<file path="config.mk">
export PLATFORM = sky130hd
export DESIGN_NAME = config_chain_loader_flat
export DESIGN_NICKNAME = d
export VERILOG_FILES = /design/src/rtl/config_chain_loader_if.sv /design/src/rtl/config_chain_loader.sv /design/src/flat_wrapper.sv
export SDC_FILE = /design/constraint.sdc
export NUM_CORES = 1
export LEC_CHECK = 0
export CORE_ASPECT_RATIO = 1.25
export CORE_MARGIN = 2
export CORE_UTILIZATION = 40
export CTS_BUF_LIST = sky130_fd_sc_hd__clkbuf_4
export DETAILED_ROUTE_END_ITERATION = 8
export PLACE_DENSITY_LB_ADDON = 0.08
export SLEW_MARGIN = 10
export SYNTH_ARGS = -nofsm -noshare
export SYNTH_HDL_FRONTEND = slang
export SYNTH_SLANG_ARGS = --single-unit
</file>
<file path="constraint.sdc">
create_clock -name prog_clk -period 3.7 [get_ports prog_clk]
set_clock_uncertainty 0.1 [all_clocks]
set_input_delay 1.11 -clock prog_clk [delete_from_list [all_inputs] [get_ports prog_clk]]
set_output_delay 1.11 -clock prog_clk [all_outputs]
set_load 0.01 [all_outputs]
</file>
<file path="src/rtl/config_chain_loader_if.sv">
// Word-delivery handshake between the configuration host and the chain loader.
//   cfg_data   host -> loader   configuration word, bit 0 is shifted first
//   cfg_valid  host -> loader   cfg_data is valid
//   cfg_ready  loader -> host   loader takes the word at this prog_clk edge
// master: the host side. slave: the loader side.
interface config_chain_loader_if #(
    parameter int WORD_W = 8
) ();
    logic [WORD_W-1:0] cfg_data;
    logic              cfg_valid;
    logic              cfg_ready;

    modport master (output cfg_data, output cfg_valid, input cfg_ready);
    modport slave  (input cfg_data, input cfg_valid, output cfg_ready);
endinterface

</file>
<file path="src/rtl/config_chain_loader.sv">
// Programming-side driver for the configuration flip-flop chain.
// It takes WORD_W-bit words from the host and shifts them LSB-first into the
// chain through ccff_head. shift_en is high for every chain shift. An
// optional second pass sends the same bitstream again and compares ccff_tail
// with ccff_head.
// Ports:
//   prog_clk   programming clock, all state changes on its rising edge
//   pReset_n   asynchronous active-low reset
//   start      single-cycle pulse that begins a load (honoured in IDLE/DONE)
//   verify     sampled with start: 1 = load pass followed by verify pass
//   cfg        word handshake (slave side): cfg_data, cfg_valid, cfg_ready
//   ccff_head  serial bit into the chain
//   shift_en   the chain advances at this edge
//   ccff_tail  serial bit out of the last chain flip-flop
//   busy       operation in progress (WAIT_WORD or SHIFT)
//   done       operation finished, held until the next start
//   error      sticky verify mismatch, cleared by start
//   bit_cnt    bits shifted in the current pass
module config_chain_loader #(
    parameter int WORD_W    = 8,
    parameter int CHAIN_LEN = 64,
    parameter int CNT_W     = $clog2(CHAIN_LEN + 1)
) (
    input  logic                 prog_clk,
    input  logic                 pReset_n,
    input  logic                 start,
    input  logic                 verify,
    config_chain_loader_if.slave cfg,
    output logic                 ccff_head,
    output logic                 shift_en,
    input  logic                 ccff_tail,
    output logic                 busy,
    output logic                 done,
    output logic                 error,
    output logic [CNT_W-1:0]     bit_cnt
);
    localparam int WB_W = $clog2(WORD_W + 1);
    localparam logic [CNT_W-1:0] LAST_BIT = CNT_W'(CHAIN_LEN);
    localparam logic [WB_W-1:0]  WORD_END = WB_W'(WORD_W);

    typedef enum logic [1:0] {IDLE, WAIT_WORD, SHIFT, DONE} state_t;

    state_t            state;
    logic [WORD_W-1:0] shreg;
    logic [WB_W-1:0]   word_bits;
    logic              verify_q;
    logic              pass;
    logic              cfg_ready_q;

    logic              accept;
    logic [CNT_W-1:0]  bit_cnt_nx;
    logic [WB_W-1:0]   word_bits_nx;
    logic              chain_full;
    logic              word_end;

    assign cfg.cfg_ready = cfg_ready_q;
    assign accept        = (state == WAIT_WORD) && cfg_ready_q && cfg.cfg_valid;

    // Counts after the shift that happens at the current edge. A word ends
    // after WORD_W bits, or earlier when the chain fills. In that case the
    // unsent MSBs of the final partial word are dropped.
    assign bit_cnt_nx   = bit_cnt + 1'b1;
    assign word_bits_nx = word_bits + 1'b1;
    assign chain_full   = (bit_cnt_nx == LAST_BIT);
    assign word_end     = (word_bits_nx == WORD_END) || chain_full;

    // Bit 0 goes to ccff_head when the word is accepted. shreg keeps the
    // bits still to be sent, so ccff_head can stay a registered output.
    always_ff @(posedge prog_clk) begin
        if (accept) begin
            shreg <= cfg.cfg_data >> 1;
        end else if (state == SHIFT) begin
            shreg <= shreg >> 1;
        end
    end

    always_ff @(posedge prog_clk or negedge pReset_n) begin
        if (!pReset_n) begin
            state       <= IDLE;
            cfg_ready_q <= 1'b0;
            ccff_head   <= 1'b0;
            shift_en    <= 1'b0;
            busy        <= 1'b0;
            done        <= 1'b0;
            error       <= 1'b0;
            bit_cnt     <= '0;
            word_bits   <= '0;
            verify_q    <= 1'b0;
            pass        <= 1'b0;
        end else begin
            case (state)
                IDLE, DONE: begin
                    if (start) begin
                        state       <= WAIT_WORD;
                        cfg_ready_q <= 1'b1;
                        busy        <= 1'b1;
                        done        <= 1'b0;
                        error       <= 1'b0;
                        bit_cnt     <= '0;
                        verify_q    <= verify;
                        pass        <= 1'b0;
                    end
                end
                WAIT_WORD: begin
                    if (accept) begin
                        state       <= SHIFT;
                        cfg_ready_q <= 1'b0;
                        shift_en    <= 1'b1;
                        ccff_head   <= cfg.cfg_data[0];
                        word_bits   <= '0;
                    end
                end
                SHIFT: begin
                    bit_cnt   <= bit_cnt_nx;
                    word_bits <= word_bits_nx;
                    // In the verify pass the chain should return the bit it
                    // got CHAIN_LEN shifts earlier, which is the bit now on
                    // ccff_head.
                    if (pass && (ccff_tail != ccff_head)) begin
                        error <= 1'b1;
                    end
                    if (!word_end) begin
                        ccff_head <= shreg[0];
                    end else begin
                        shift_en  <= 1'b0;
                        ccff_head <= 1'b0;
                        if (!chain_full) begin
                            state       <= WAIT_WORD;
                            cfg_ready_q <= 1'b1;
                        end else if (verify_q && !pass) begin
                            pass        <= 1'b1;
                            bit_cnt     <= '0;
                            state       <= WAIT_WORD;
                            cfg_ready_q <= 1'b1;
                        end else begin
                            state <= DONE;
                            busy  <= 1'b0;
                            done  <= 1'b1;
                        end
                    end
                end
                default: state <= IDLE;
            endcase
        end
    end
endmodule

</file>
<file path="src/flat_wrapper.sv">
// flat-port wrapper written by rule: the top's interface ports become plain ports
module config_chain_loader_flat 
#(
    parameter int WORD_W    = 8,
    parameter int CHAIN_LEN = 64,
    parameter int CNT_W     = $clog2(CHAIN_LEN + 1)
)
  (prog_clk, pReset_n, start, verify, ccff_head, shift_en, ccff_tail, busy, done, error, bit_cnt, cfg_cfg_data, cfg_cfg_valid, cfg_cfg_ready);
  config_chain_loader_if #(.WORD_W(WORD_W)) cfg_i ();
  input  logic prog_clk;
  input  logic pReset_n;
  input  logic start;
  input  logic verify;
  output logic ccff_head;
  output logic shift_en;
  input  logic ccff_tail;
  output logic busy;
  output logic done;
  output logic error;
  output logic [CNT_W-1:0] bit_cnt;
  input wire logic [$bits(cfg_i.cfg_data)-1:0] cfg_cfg_data;
  input wire logic [$bits(cfg_i.cfg_valid)-1:0] cfg_cfg_valid;
  output wire logic [$bits(cfg_i.cfg_ready)-1:0] cfg_cfg_ready;
  assign cfg_i.cfg_data = cfg_cfg_data;
  assign cfg_i.cfg_valid = cfg_cfg_valid;
  assign cfg_cfg_ready = cfg_i.cfg_ready;
  config_chain_loader #(.WORD_W(WORD_W), .CHAIN_LEN(CHAIN_LEN), .CNT_W(CNT_W)) u_core (.prog_clk(prog_clk), .pReset_n(pReset_n), .start(start), .verify(verify), .cfg(cfg_i), .ccff_head(ccff_head), .shift_en(shift_en), .ccff_tail(ccff_tail), .busy(busy), .done(done), .error(error), .bit_cnt(bit_cnt));
endmodule
</file>
* Word-level counts from Yosys, hierarchy flattened
Cells that the tools add are included.
Operators by class: equality and inequality tests 14, add/sub/neg operators 2, reduce and logical (&&, ||, !) cells 20, muxes and demuxes 41
Operator list (number):
- 2-to-1 mux 7 bit | 6
- 2-to-1 mux 1 bit | 19
- one-hot mux 7 bit (2 select lines) | 1
- one-hot mux 1 bit (2 select lines) | 6
- 2-to-1 mux 2 bit | 5
- AND reduction 5 bit | 2
- AND reduction 3 bit | 3
- inequality test 2 bit (second input constant) | 4
- one-hot mux 4 bit (2 select lines) | 1
- adder 7 x 1 -> 7 bit (second input constant) | 1
- == test 7 bit (second input constant) | 1
- inequality test 2 x 1 -> 1 bit (second input constant) | 3
- one-hot mux 2 bit (3 select lines) | 1
- AND reduction 2 bit | 3
- nonzero test 2 bit | 3
- adder 4 x 1 -> 4 bit (second input constant) | 1
- == test 2 bit (second input constant) | 2
- == test 4 bit (second input constant) | 1
- logical AND 1 bit | 4
- 2-to-1 mux 4 bit | 1
- AND reduction 4 bit | 1
- inequality test 3 bit (second input constant) | 1
- one-hot mux 1 bit (3 select lines) | 1
- == test 2 x 1 -> 1 bit (second input constant) | 1
- other kinds (5) | 5
Word-level totals: input bits 14, output and inout bits 13, logic and storage cells 89, bits in registers 28

* Logic depth before layout (Yosys ltp)
depth after elaboration 6, mapped depth 8, depth with buffers taken out 7

* Worst setup path before layout
Ideal clock, no wire load.
path type flip-flop to flip-flop, start point reg u_core.bit_cnt[0], end point reg u_core.cfg_ready_q, in the netlist u_core.cfg.cfg_ready, data required time 3.472 ns, arrival 2.148 ns, period minus slack after synthesis 2.376 ns, slack 1.324 ns, cell stages (with the launch flop) 7, path buffers 0, library setup time 0.128 ns, cell sequence dfrtp_1 -> ha_1 -> xnor2_1 -> or4b_4 -> a2111oi_4 -> o21bai_1 -> mux2_1
On the way: word-level cells in the longest chain between the ends 5, elaborated cells between the ends (all ways) 9, classes of those cells add/sub: 1; eq/ne: 3; mux: 3; reduce/logical: 2
Ends and longest elaborated chain:
- start, declared | RTL line config_chain_loader.sv:35 | output logic [CNT_W-1:0] bit_cnt
- start signal, assigned | RTL line config_chain_loader.sv:114 | bit_cnt <= bit_cnt_nx;
- adder 7 x 1 -> 7 bit (*) | RTL line config_chain_loader.sv:62 | assign bit_cnt_nx = bit_cnt + 1'b1;
- == test 7 bit (*) | RTL line config_chain_loader.sv:64 | assign chain_full = (bit_cnt_nx == LAST_BIT);
- 2-to-1 mux 1 bit or logical OR 1 bit (tied branches) | RTL line config_chain_loader.sv:127, config_chain_loader.sv:65
- 2-to-1 mux 1 bit or inequality test 2 x 1 -> 1 bit (tied branches)
- one-hot mux 1 bit (3 select lines) or AND reduction 4 bit (tied branches)
- end signal, assigned | RTL line config_chain_loader.sv:95 | cfg_ready_q <= 1'b1;
- end signal, assigned | RTL line config_chain_loader.sv:129 | cfg_ready_q <= 1'b1;
- end signal, assigned | RTL line config_chain_loader.sv:134 | cfg_ready_q <= 1'b1;
- end, declared | RTL line config_chain_loader.sv:48 | logic cfg_ready_q;
Mark *: on every way between the ends. The rest lies on a longest branch, timed or not. The select of a mux whose other input is x is not followed. A chain may end at the register's enable or synchronous reset.

* Worst setup path after layout
start point reg u_core.bit_cnt[4], end point out bit_cnt[4]
RTL lines:
- end, declared | RTL line flat_wrapper.sv:20 | output logic [CNT_W-1:0] bit_cnt;
No word-level cell between the ends.

==> impl_metrics.ini <==
[timing]
whs_ps = 402
final.setup.worst_slack_ps = 1070
timing.fmax_ghz = 0.381
fin_crit_ps = 2630
finalMaxSlewViolations = 0
rsz0062_at_grt = false
final-hold-violation-count = 0
tightest_slew_ps = 950
slew_headroom_pct = 36.5
final.setup.tns_ps = 0
period_share_pct = 71.0
setup_viol = 0

[final_layout]
fin_cells = 223
diodes = 0
layout_commonest_cell = nand2_1
final_nets = 204
drive_gt1_share_pct = 4.89
mostFrequentLayoutCells = 38 x nand2_1, 26 x clkdlybuf4s50_1, 21 x dfrtp_1
syn_to_final_growth_pct = 23.7
final_area_mm2 = 0.00185

[global_routing]
grt_pass1_wl_um = 5510
grtUsageTotal_pct = 17.0
met2_usage_pct = 29.1
grt_pass1_vias = 1202
grt_busiest_layer = met2
grt_max_degree = 22
overflow = 0
gr-usage-met1_pct = 22.4
antenna_found_initial = 0
grtUsageMet3_pct = 2.14

[logic_synthesis]
synthFlopType = dfrtp_1
synth_edf_count = 7
syn-mean-instance-area_um2 = 9.57
netlist_instances = 156
ys_ff_latch = 28
ys_seq_area_share_pct = 49.3
netlist-cell-type-count = 43
synthArstFlopShare_pct = 75.0
synthesis.area_mm2 = 0.00149
yosys_warnings = 0
synth_nets = 175

[critical_path]
worst_setup_path_end_kind = output pin
worstRegToRegCells = 6
critPathSlowestCell = clkdlybuf4s50_1
worstReg2RegStart = u_core.state[0]
critPathTopFamily = buffers and inverters
slowest_delay_ps = 580
ff2ff_setup_slack_ps = 1100
criticalPathCategory = reg -> out
worstPathRequired_ps = 2490
crit_chain = clkdlybuf4s50_1
cp.arrival_ps = 1420
path_max_fanout = 8
path_buf_inv = 1
timing.rr.end = u_core.busy
cp-start-kind = register

[clock_network]
cts_tree = built
cts_root_buffer = clkbuf_4
cts_buffer_depth = 2
postCtsSetupBuffers = 0
hold_buffers = 0
cts.sinks = 28
ctsHtreeMaxLevel = 1
clock_latency_ps = 330
ctsResizeCount = 0
clk_pin_slew_ps = 150
numCtsBuffers = 3

[drt]
ant_nets = 0
dr.pass1.iters = 6
viasPerCell = 5.50
drc = 2
wl_um = 3280
wire_per_inst_um = 14.7
via_count = 1227
drt_iter0_markers = 59

[die]
initial_utilization_pct = 42.1
dieArea_mm2 = 0.00424
ioPinCount = 27
rows = 24
placeableCoreArea_mm2 = 0.00354
die_w_um = 58.6
die_h_um = 72.3

[placed_design]
dp_hpwl_um = 2430
pre_cts_slack_ps = 787
port_buffers = 26
dpl_cell_area_mm2 = 0.00179
placedCellCount = 219
gp_congestion = 0.777

[power_and_ir_drop]
pwr_density_cell_mw_per_mm2 = 617
ir_worst_vdd_v = 0.000236
p_leak_nw = 0.773

[worst_hold_path]
min_from = u_core.busy
hold_class = reg -> reg
min_to = u_core.busy
min_delay_path_depth = 1

[outcome]
outcome = complete, but fails checks
violations = design-rule violations

[job]
max-cap-violations = 0
==> state kept, by name, summed over array words and instances (netlist names) <==
signal                count
u_core.done               1
u_core.word_bits          4
u_core.bit_cnt            7
u_core.pass               1
u_core.error              1
u_core.cfg.cfg_ready      1
u_core.shreg              7
u_core.verify_q           1
u_core.busy               1
u_core.state              2
u_core.shift_en           1
u_core.ccff_head          1
==> power breakdown <==
group / internal, W / switching [W]
clock: 0.000110 / 0.0000923
combinational: 0.000186 / 0.000272
sequential: 0.000415 / 0.0000643
total: 0.000711 / 0.000428
==> cell families after synthesis <==
kind of cell | synth area share, %
simple gates | 20.2
compound gates | 18.7
flops | 49.3
buf+inv | 2.26
mux | 4.19
fa+ha+maj | 4.19
xor+xnor | 1.17
==> metrics by stage <==
step                      power (W)  utilization [%]
after floorplan            0.000793                -
after global placement     0.000932             50.6
after detailed placement   0.000948             50.6
after CTS                   0.00116             52.1
after global routing        0.00123             52.1
final                       0.00114             52.1
==> per-layer routing <==
metal | part of all wire, % | wire, um
met1 | 44 | 1440
met3 | 3.1 | 103
met5 | 0 | 0
met2 | 52 | 1710
met4 | 0.95 | 31
==> final cells by class <==
cell class                      count  area [um2]
Multi-Input combinational cell    119         723
Inverter                            7        26.3
Fill cell                         351        1700
Clock inverter                      1        30.0
Timing Repair Buffer               26         260
Sequential cell                    28         736
Clock buffer                        3        22.5
Tap cell                           39        48.8
==> synthesized netlist by cell type (2+ instances only) <==
cell	instances	share of area [%]
a21o_1	2	1.0
clkbuf_1	2	0.50
edfxtp_1	7	14
o21ai_0	13	4.4
dfrtp_1	21	35
mux2i_1	4	2.7
o211ai_1	2	1.0
nor2_1	9	2.3
nand2_1	38	9.6
nand2b_1	2	0.84
nand3_1	7	2.3
a211oi_1	2	1.0
ha_1	5	4.2
a21oi_1	6	2.0
inv_1	6	1.5
a31oi_1	3	1.3
==> how the worst max path moves through the flow <==
stage,startpoint,slack [ps],depth (start not counted),end
floorplan,u_core.bit_cnt[0],1320,6,u_core.cfg.cfg_ready
global placement,cfg_cfg_valid,810,6,u_core.cfg.cfg_ready
detailed placement,cfg_cfg_valid,790,6,u_core.cfg.cfg_ready
CTS,u_core.bit_cnt[4],1050,1,bit_cnt[4]
global route,u_core.state[0],890,6,u_core.busy
finish,u_core.bit_cnt[4],1070,1,bit_cnt[4]
Note: power is estimated with default switching activity, not from simulation.
